[src/rtl/reload_down_counter.sv]
// Loadable down counter: counts load_value..0, pulses tc on expiry, then reloads or stops.
// All outputs registered (one-edge latency from inputs); no flow control, enable simply holds state.
module reload_down_counter #(
  parameter int WIDTH = 4
) (
  input  logic             clk,
  input  logic             clear_n,
  input  logic             load,
  input  logic [WIDTH-1:0] load_value,
  input  logic             enable,
  input  logic             auto_reload,
  output logic [WIDTH-1:0] count,
  output logic             busy,
  output logic             done,
  output logic             tc
);

  typedef enum logic [1:0] {
    IDLE = 2'd0,
    RUN  = 2'd1,
    DONE = 2'd2
  } state_t;

  localparam logic [WIDTH-1:0] ONE  = WIDTH'(1);
  localparam logic [WIDTH-1:0] ZERO = '0;

  state_t           state_q, state_d;
  logic [WIDTH-1:0] count_q, count_d;
  logic [WIDTH-1:0] reload_q, reload_d;
  logic             busy_q, busy_d;
  logic             done_q, done_d;
  logic             tc_q, tc_d;

  logic expire;
  assign expire = (state_q == RUN) && enable && (count_q == ZERO);

  // State register; all outputs are captured here too so nothing combinational reaches a port.
  always_ff @(posedge clk) begin
    if (!clear_n) begin
      state_q  <= IDLE;
      count_q  <= ZERO;
      reload_q <= ZERO;
      busy_q   <= 1'b0;
      done_q   <= 1'b0;
      tc_q     <= 1'b0;
    end else begin
      state_q  <= state_d;
      count_q  <= count_d;
      reload_q <= reload_d;
      busy_q   <= busy_d;
      done_q   <= done_d;
      tc_q     <= tc_d;
    end
  end

  always_comb begin
    state_d = state_q;
    if (load) begin
      state_d = RUN;
    end else begin
      case (state_q)
        RUN:     if (expire && !auto_reload) state_d = DONE;
        IDLE:    state_d = IDLE;
        DONE:    state_d = DONE;
        default: state_d = IDLE;
      endcase
    end
  end

  // Load beats expiry, so a load on the terminal edge suppresses that tc.
  always_comb begin
    count_d  = count_q;
    reload_d = reload_q;
    tc_d     = 1'b0;
    if (load) begin
      count_d  = load_value;
      reload_d = load_value;
    end else if (state_q == RUN && enable) begin
      if (count_q == ZERO) begin
        tc_d = 1'b1;
        if (auto_reload) count_d = reload_q;
      end else begin
        count_d = count_q - ONE;
      end
    end
    busy_d = (state_d == RUN);
    done_d = (state_d == DONE);
  end

  assign count = count_q;
  assign busy  = busy_q;
  assign done  = done_q;
  assign tc    = tc_q;

endmodule

[config.mk]
export PLATFORM = sky130hd
export DESIGN_NAME = reload_down_counter
export DESIGN_NICKNAME = d
export VERILOG_FILES = /design/src/rtl/reload_down_counter.sv
export SDC_FILE = /design/constraint.sdc
export NUM_CORES = 1
export LEC_CHECK = 0
export ABC_AREA = 1
export CAP_MARGIN = 40
export CELL_PAD_IN_SITES_DETAIL_PLACEMENT = 0
export CELL_PAD_IN_SITES_GLOBAL_PLACEMENT = 1
export CORE_MARGIN = 4
export CORE_UTILIZATION = 33
export DETAILED_ROUTE_END_ITERATION = 10
export GPL_TIMING_DRIVEN = 0
export PLACE_DENSITY_LB_ADDON = 0.1
export SLEW_MARGIN = 20
export SYNTH_ARGS = -nofsm -noshare
export SYNTH_HDL_FRONTEND = slang
export SYNTH_SLANG_ARGS = --single-unit
[constraint.sdc]
create_clock -name clk -period 1.3 [get_ports clk]
set_clock_uncertainty 0.1 [all_clocks]
set_input_delay 0.195 -clock clk [delete_from_list [all_inputs] [get_ports clk]]
set_output_delay 0.195 -clock clk [all_outputs]
set_load 0.03 [all_outputs]
==> qor.yml, run 1 <==
status:
  outcome: "finished with violations"
  violations: "negative setup slack"
logic_synthesis:
  yosysWarnings: 0
  ys_types: 16
  synth_largest_area_cell: "dfxtp_1"
  synthDominantCellAreaShare: 0.368
  syn_inst: 106
  synth_area_leaders: "dfxtp_1 37%, nand2_1 16%, inv_1 12%, ha_1 7.1%, nand3_1 6.4%"
  synth_seq_area_share: 0.368
  syn_nets: 119
  syn_area_per_cell_um2: 6.67
  syn_area_um2: 707
  ys_ff_latch: 13
die:
  dieWidth_um: 54.3
  ios: 16
  die_height_um: 54.3
  core.rowCount: 16
  start_util: 0.353
  coreArea_um2: 2000
  dieArea_um2: 2950
place:
  gp_congestion: 0.764
  io_buffers: 15
  hpwl_mm: 1.22
  detailed_place.area_um2: 903
  placed_cells: 148
power:
  max-vdd-ir-drop_mv: 0.640
  p_per_area_nw_per_um2: 1050
  p_total_mw: 1.07
  p_leak_nw: 0.532
layout:
  final_layout_size_suffix_gt1_frac: 0.280
  stdcell_count: 159
  layout.nets: 146
  final_area_um2: 1020
  diodes: 0
  syn_to_final_growth_pct: 43.9
timing:
  finalCritPeriodShare: 1.01
  min_period_ns: 1.31
  maxSlewViolCount: 0
  worst_slack_ns: -0.0122
  tightest_slew_ns: 0.307
  slew_headroom: 0.795
  setup_viol: 3
  final-hold-violation-count: 0
  max_freq_ghz: 0.762
  rsz0062_at_grt: "true"
hold_path:
  hp-class: "input pin to flip-flop"
critical_path:
  crit_chain: "clkinvlp_4, ha_4, buf_4, nand3_1, nand3_1, nand2_1, a21oi_2"
  cp_slowest_cell: "dfxtp_4"
  critPathKind: "flip-flop to flip-flop"
  endpoint_kind: "flip-flop"
  critPathMaxFanout: 6
  path_common_cell: "nand3_1"
  critical_path.max_stage_delay_ns: 0.37
  start_kind: "flip-flop"
  cp.required_ns: 1.38
  cp.arrival_ns: 1.39
clock_network:
  postCtsHoldBufs: 0
  clock-root-buffer: "clkbuf_4"
  clk_pin_slew_ns: 0.08
  htree_levels: 1
  cts_sinks: 13
  clockBufferDepth: 2
  cts_buffers: 3
  clk_latency_ns: 0.28
  cts_tree: "done"
route:
  drt_iter0_drc: 4
  ant_nets: 0
  firstDrtPassIters: 3
  wire_per_inst_um: 10.8
  drc_errors: 0
  num_vias: 713
  vias_per_cell: 4.48
  finalWirelength_mm: 1.72
global_routing:
  use_met3: 0.0245
  track_usage: 0.142
  top_usage_layer: "met2"
  grt_first_pass_wirelength_mm: 2.97
  grt_use_met1: 0.170
  antenna_found_initial: 0
  grt_pass1_vias: 718
  grt.met2_usage: 0.241
  overflow: 0
  grt_max_degree: 9
job:
  cap_violations: 0
## state kept, by name, summed over array words and instances (netlist names)
| name | cells |
|---|---|
| done | 1 |
| state_q | 2 |
| reload_q | 4 |
| count | 4 |
| tc | 1 |
| busy | 1 |
## worst max-delay path: cells and delay by family (launching register included)
| family | cells | cell delay, ns |
|---|---|---|
| compound gates | 1 | 0.05 |
| simple gates | 3 | 0.23 |
| fa+ha+maj | 1 | 0.21 |
| flops | 1 | 0.37 |
| buf+inv | 2 | 0.26 |
## metal layers
metal	vias up	routed length, um
met4	0	12
li1	378	-
met3	2	62
met5	-	0
met2	13	807
met1	320	839
## cell type report
type / count / area [um^2]
Sequential cell: 13 / 272
Inverter: 25 / 97.6
Fill cell: 219 / 985
Timing Repair Buffer: 22 / 186
Multi-Input combinational cell: 68 / 402
Tap cell: 27 / 33.8
Clock buffer: 4 / 26.3
## synthesized netlist by cell type, drive strengths merged
master,instances
a21oi,6
clkinv,1
dfxtp,13
ha,4
inv,24
nand2,33
nand3,10
nand3b,1
nand4,1
nor2,9
nor3,1
o22ai,3
## layout by cell type, fill, tap and decap left out, types with 2 or more instances in the layout
cell / instances
nand2_1: 27
inv_1: 20
nand3_1: 9
dfxtp_1: 8
nor2_1: 7
clkdlybuf4s50_1: 7
buf_4: 7
a21oi_1: 5
inv_2: 3
nand2_4: 3
nand2_2: 3
o22ai_1: 3
clkbuf_4: 3
dfxtp_2: 3
dlygate4sd2_1: 3
ha_4: 2
dfxtp_4: 2
clkdlybuf4s15_2: 2
buf_2: 2
## report_power, final
group | leakage, nW | total (mW) | switching, mW | internal [mW]
Sequential | 0.109 | 0.452 | 0.0255 | 0.427
Combinational | 0.408 | 0.356 | 0.197 | 0.159
Clock | 0.0150 | 0.257 | 0.138 | 0.119
Total | 0.532 | 1.07 | 0.361 | 0.705
## final timing paths
| check | from | slack [ns] | endpoint | cells after the start |
|---|---|---|---|---|
| max | count[0] | -0.01 | count[3] | 7 |
| min | load | 0.37 | reload_q[3] | 3 |
| max reg2reg | count[0] | -0.01 | count[3] | 7 |
| min reg2reg | reload_q[3] | 0.37 | reload_q[3] | 2 |
## logic make-up (layout without fill, tap and decap cells)
family                     count (synthesis)  in the layout  synth area share
DFF                                       13             13             0.368
AOI/OAI and AO/OA                          9              9            0.0690
adders and majority gates                  4              4            0.0708
buffers and inverters                     25             51             0.133
and+or+nand+nor                           55             55             0.359
## timing repair
action,CTS,global route
resized for setup,28,10
pin swaps,1,3
endpoints found under the hold margin,0,0
setup buffers,3,4
setup endpoints to repair,15,10
## metrics by stage
| stage | util | hold WS [ns] | setup slack, ns | TNS [ns] |
|---|---|---|---|---|
| 2_1_floorplan | - | 0.208 | 0.0214 | 0 |
| 3_3_place_gp | 0.451 | 0.352 | -0.330 | -2.77 |
| 3_5_place_dp | 0.451 | 0.360 | -0.319 | -2.77 |
| 4_1_cts | 0.490 | 0.370 | -0.00736 | -0.00843 |
| 5_1_grt | 0.508 | 0.385 | -0.141 | -0.733 |
| 6_report | 0.508 | 0.372 | -0.0122 | -0.0242 |
Note: power is estimated with default switching activity, not from simulation.
==> inputs of run 2 (changes only) <==
--- a/config.mk
+++ b/config.mk
@@ -5,12 +5,11 @@
 export SDC_FILE = /design/constraint.sdc
 export NUM_CORES = 1
 export LEC_CHECK = 0
-export ABC_AREA = 1
 export CAP_MARGIN = 40
 export CELL_PAD_IN_SITES_DETAIL_PLACEMENT = 0
 export CELL_PAD_IN_SITES_GLOBAL_PLACEMENT = 1
 export CORE_MARGIN = 4
-export CORE_UTILIZATION = 33
+export CORE_UTILIZATION = 34
 export DETAILED_ROUTE_END_ITERATION = 10
 export GPL_TIMING_DRIVEN = 0
 export PLACE_DENSITY_LB_ADDON = 0.1
==> run 2 against run 1 <==
Effect of this change: the run still ends with negative setup slack left; non-clock buffer count up 2; via count down 16%; routed wire length down 12%; register-to-register slack worse by 0.65 ns; maximum frequency down 33%; count of clock-buffer cells in the layout unchanged; sequential share of layout area up 0.59 points.
==> qor.yml, run 2 <==
timing:
  tns_ns: -4.87
  max_freq_ghz: 0.510
  rsz0062_at_grt: "true"
  tightest_slew_ns: 0.297
  worst_slack_ns: -0.663
  min_period_ns: 1.96
  final-hold-violation-count: 0
  finalCritPeriodShare: 1.51
  maxSlewViolCount: 0
  setup_viol: 13
  slew_headroom: 0.802
job:
  cap_violations: 0
layout:
  final_common_cell: "dfxtp_1"
  syn_to_final_growth_pct: 50.1
  mostFrequentLayoutCells: "10 x dfxtp_1, 8 x nor2_1, 8 x clkdlybuf4s50_1"
  layout.nets: 112
  final_layout_size_suffix_gt1_frac: 0.316
  stdcell_count: 123
  utilization: 0.553
  diodes: 0
  final_area_um2: 986
logic_synthesis:
  syn_nets: 85
  yosysWarnings: 0
  synthArstFlopShare: 0
  syn_area_per_cell_um2: 9.12
  synth_largest_area_cell: "dfxtp_1"
  synthDominantCellAreaShare: 0.396
  synth_edf_count: 0
  ys_ff_latch: 13
  synth_area_leaders: "dfxtp_1 40%, ha_1 7.6%, a21oi_1 6.1%, mux2i_1 6.1%, nor2_1 4.6%"
  synth_ff_type: "dfxtp_1"
  synth_seq_area_share: 0.396
  synth.top_cells.by_count: "13 x dfxtp_1, 8 x a21oi_1, 8 x nor2_1"
  ys_types: 27
  synth_most_common_cell: "dfxtp_1"
  syn_inst: 72
  syn_area_um2: 657
power:
  p_total_uw: 948
  max-vdd-ir-drop_mv: 0.464
  p_per_area_nw_per_um2: 962
  p_leak_nw: 0.398
route:
  drc_errors: 0
  vias_per_cell: 4.89
  num_vias: 601
  firstDrtPassIters: 4
  ant_nets: 0
  drt_iter0_drc: 5
  finalWirelength_mm: 1.51
  wire_per_inst_um: 12.3
global_routing:
  grt_pass1_vias: 544
  track_usage: 0.126
  grt_max_degree: 11
  grt_first_pass_wirelength_mm: 2.44
  antenna_found_initial: 0
  overflow: 0
status:
  outcome: "finished with violations"
  violations: "negative setup slack"
hold_path:
  hp-class: "flip-flop to flip-flop"
place:
  placed_cells: 112
  detailed_place.area_um2: 861
  io_buffers: 15
  gp_congestion: 0.724
  hpwl_mm: 1.05
critical_path:
  cp.required_ns: 1.37
  cp.arrival_ns: 2.03
  critPathMaxFanout: 3
  endpoint_kind: "flip-flop"
  critPathKind: "flip-flop to flip-flop"
  start_kind: "flip-flop"
clock_network:
  htree_levels: 1
  clockBufferDepth: 2
  clock-root-buffer: "clkbuf_4"
  clk_latency_ns: 0.27
  clk_pin_slew_ns: 0.08
  postCtsHoldBufs: 0
  cts_tree: "done"
  cts_buffers: 3
  cts_sinks: 13
die:
  dieWidth_um: 52.0
  start_util: 0.368
  coreArea_um2: 1780
  ios: 16
  dieArea_um2: 2700
  die_height_um: 52.0
  core.rowCount: 15
-- run 2: final cells by class --
type	instances	area [um^2]
multi-input cells	50	415
clock buffers	4	26.3
plain buffers	1	5.00
well taps	25	31.3
fillers	176	797
flip-flops and latches	13	269
repair buffers	23	208
inverters	7	31.3
-- run 2: per-stage QoR --
| step | setup slack, ns | hold WS [ns] |
|---|---|---|
| after floorplan | -0.720 | 0.222 |
| after global placement | -0.772 | 0.379 |
| after detailed placement | -0.811 | 0.389 |
| after CTS | -0.717 | 0.407 |
| after global routing | -0.706 | 0.430 |
| final | -0.663 | 0.404 |
-- run 2: what timing repair did --
| item | in CTS | in global routing |
|---|---|---|
| resized for setup | 28 | 14 |
| setup buffers | 7 | 2 |
| endpoints found under the hold margin | 0 | 0 |
| cloned | 0 | 0 |
| endpoints found under the setup margin | 20 | 17 |
| pin swaps | 10 | 4 |
-- run 2: critical path, cell delays in order (launching register included) --
cell,delay (ns)
dfxtp_4,0.36
inv_4,0.06
ha_4,0.12
or3b_4,0.38
or3_4,0.35
a211oi_4,0.28
and2b_1,0.20
-- run 2: per-layer routing --
metal / routed length (um) / vias to the layer above / part of all wire / GRT usage
li1: - / 309 / - / -
met1: 744 / 280 / 0.49 / 0.158
met2: 693 / 10 / 0.46 / 0.186
met3: 55 / 2 / 0.036 / 0.0344
met4: 13 / 0 / 0.0086 / 0.0786
met5: 0 / - / 0 / 0
-- run 2: path summary, 6_finish.rpt --
path | from | slack, ns | cells after the start | to
hold / removal | reload_q[0] | 0.40 | 2 | reload_q[0]
setup / recovery | count[0] | -0.66 | 6 | busy
setup reg to reg | count[0] | -0.66 | 6 | busy
hold reg to reg | reload_q[0] | 0.40 | 2 | reload_q[0]
-- run 2: kinds of logic after synthesis --
logic type	share of synthesized area
AND/OR/NAND/NOR	0.179
XOR/XNOR	0.0133
buffers and inverters	0.0629
multiplexers	0.0610
flip-flops	0.396
adder cells (fa/ha/maj)	0.0762
AO/OA/AOI/OAI	0.211
-- run 2: where the power goes --
part / internal [mW] / total (mW) / leakage (nW) / switching [mW]
registers: 0.419 / 0.438 / 0.109 / 0.0182
clock network: 0.119 / 0.248 / 0.0150 / 0.129
logic: 0.134 / 0.263 / 0.274 / 0.129
==> inputs of run 3 (changes only) <==
--- a/config.mk
+++ b/config.mk
@@ -8,7 +8,6 @@
 export CAP_MARGIN = 40
 export CELL_PAD_IN_SITES_DETAIL_PLACEMENT = 0
 export CELL_PAD_IN_SITES_GLOBAL_PLACEMENT = 1
-export CORE_MARGIN = 4
 export CORE_UTILIZATION = 34
 export DETAILED_ROUTE_END_ITERATION = 10
 export GPL_TIMING_DRIVEN = 0
==> run 3 against run 2 <==
Effect of this change: the flow still finishes with violations (negative setup slack); cell count grew 2.4%; hold slack got worse by 0.0061 ns; count of clock-buffer cells in the layout is the same; setup slack better by 0.0069 ns; via count rose by 4.2%; non-clock buffer count increased by 3; global-route usage increased by 4.3 points; largest cell class unchanged.
==> qor.yml, run 3 (synthesized netlist as in run 2, its figures left out) <==
layout:
  mostFrequentLayoutCells: "10 x dfxtp_1, 8 x nor2_1, 8 x clkdlybuf4s50_1, 8 x buf_4, 6 x a21oi_1"
  final_layout_size_suffix_gt1_frac: 0.317
  utilization: 0.561
  final_area_um2: 990
  fillers: 176
  layout.nets: 115
  stdcell_count: 126
  diodes: 0
  final_common_cell: "dfxtp_1"
  syn_to_final_growth_pct: 50.7
route:
  drc_errors: 0
  firstDrtPassIters: 2
  finalWirelength_mm: 1.56
  drt_iter0_drc: 15
  wire_per_inst_um: 12.4
  ant_nets: 0
  vias_per_cell: 4.97
  num_vias: 626
clock_network:
  clk_pin_slew_ns: 0.08
  clockBufferDepth: 2
  htree_levels: 1
  clk_latency_ns: 0.27
  cts_buffers: 3
  clock-root-buffer: "clkbuf_4"
  cts_tree: "done"
  postCtsHoldBufs: 0
  cts_sinks: 13
job:
  cap_violations: 0
timing:
  setup_viol: 9
  hold_ws_ns: 0.398
  tns_ns: -4.78
  maxSlewViolCount: 0
  finalCritPeriodShare: 1.50
  final-hold-violation-count: 0
  tightest_slew_ns: 0.294
  slew_headroom: 0.805
  min_period_ns: 1.96
  max_freq_ghz: 0.511
  rsz0062_at_grt: "true"
  worst_slack_ns: -0.656
place:
  detailed_place.area_um2: 861
  placed_cells: 112
  hpwl_mm: 1.01
  io_buffers: 15
  gp_congestion: 0.738
  post-place-ws_ns: -0.771
global_routing:
  grt_use_met1: 0.194
  top_usage_layer: "met2"
  use_met3: 0.0357
  grt.met2_usage: 0.287
  track_usage: 0.168
  overflow: 0
  antenna_found_initial: 0
  grt_pass1_vias: 565
  grt_first_pass_wirelength_mm: 2.44
  grt_max_degree: 11
die:
  ios: 16
  coreArea_um2: 1760
  core.rowCount: 15
  dieWidth_um: 46.0
  die_height_um: 46.0
  dieArea_um2: 2110
  start_util: 0.372
hold_path:
  holdCritStartpoint: "reload_q[1]"
  hp-class: "flip-flop to flip-flop"
critical_path:
  critical_path.max_stage_delay_ns: 0.38
  cp_slowest_cell: "or3b_4"
  r2r-start: "count[1]"
  start_kind: "flip-flop"
  critPathKind: "flip-flop to flip-flop"
  worst-path-buf-inv: 1
  crit_chain: "inv_4, ha_4, or3b_4, or3_1, a211oi_2, and2b_1"
  endpoint_kind: "flip-flop"
  critPathMaxFanout: 3
  cp.required_ns: 1.38
  cp-startpoint: "count[1]"
  crit_family: "simple AND/OR/NAND/NOR gates"
  cp.arrival_ns: 2.03
status:
  violations: "negative setup slack"
  outcome: "finished with violations"
power:
  p_leak_nw: 0.409
  p_total_uw: 962
  max-vdd-ir-drop_mv: 0.569
  p_per_area_nw_per_um2: 972
## run 3: cell count changes in the layout (fill, tap and decap cells not counted), sizes merged
cell | before | now
clkbuf | 6 | 5
clkdlybuf4s15 | 2 | 3
buf | 12 | 15
## run 3: report_power, final
| part | switching [mW] | internal, mW | total [mW] |
|---|---|---|---|
| Combinational | 0.131 | 0.140 | 0.271 |
| Clock | 0.134 | 0.119 | 0.253 |
| Sequential | 0.0183 | 0.419 | 0.438 |
| Total | 0.283 | 0.678 | 0.962 |
## run 3: path summary, 6_finish.rpt
path | cells past startpoint | slack [ns] | endpoint
worst min-delay path | 2 | 0.40 | reload_q[1]
worst max-delay path | 6 | -0.66 | busy
worst min register to register | 2 | 0.40 | reload_q[1]
worst max register to register | 6 | -0.66 | busy
## run 3: worst min-delay path, delay by kind of cell (launching register included)
kind          cells  cell delay (ns)
mux               1             0.06
flops             1             0.33
simple gates      1             0.07
## run 3: layout make-up
class	count	area (um^2)	share of cell area
clock buffer	4	26.3	0.0265
inverter	7	31.3	0.0316
sequential	13	269	0.272
timing repair buffer	26	233	0.235
multi-input combinational	50	394	0.398
tap	25	31.3	0.0316
buffer	1	5.00	0.00506
## run 3: routing by layer
layer  part of all wire  wire (um)
met1               0.46        713
met2               0.49        769
met3              0.028         43
met4              0.023         36
met5                  0          0
## run 3: timing repair
| item | in CTS | in global routing |
|---|---|---|
| gates resized for setup | 25 | 10 |
| setup buffers | 7 | 4 |
| pin swaps | 7 | 10 |
| endpoints found under the setup margin | 20 | 15 |
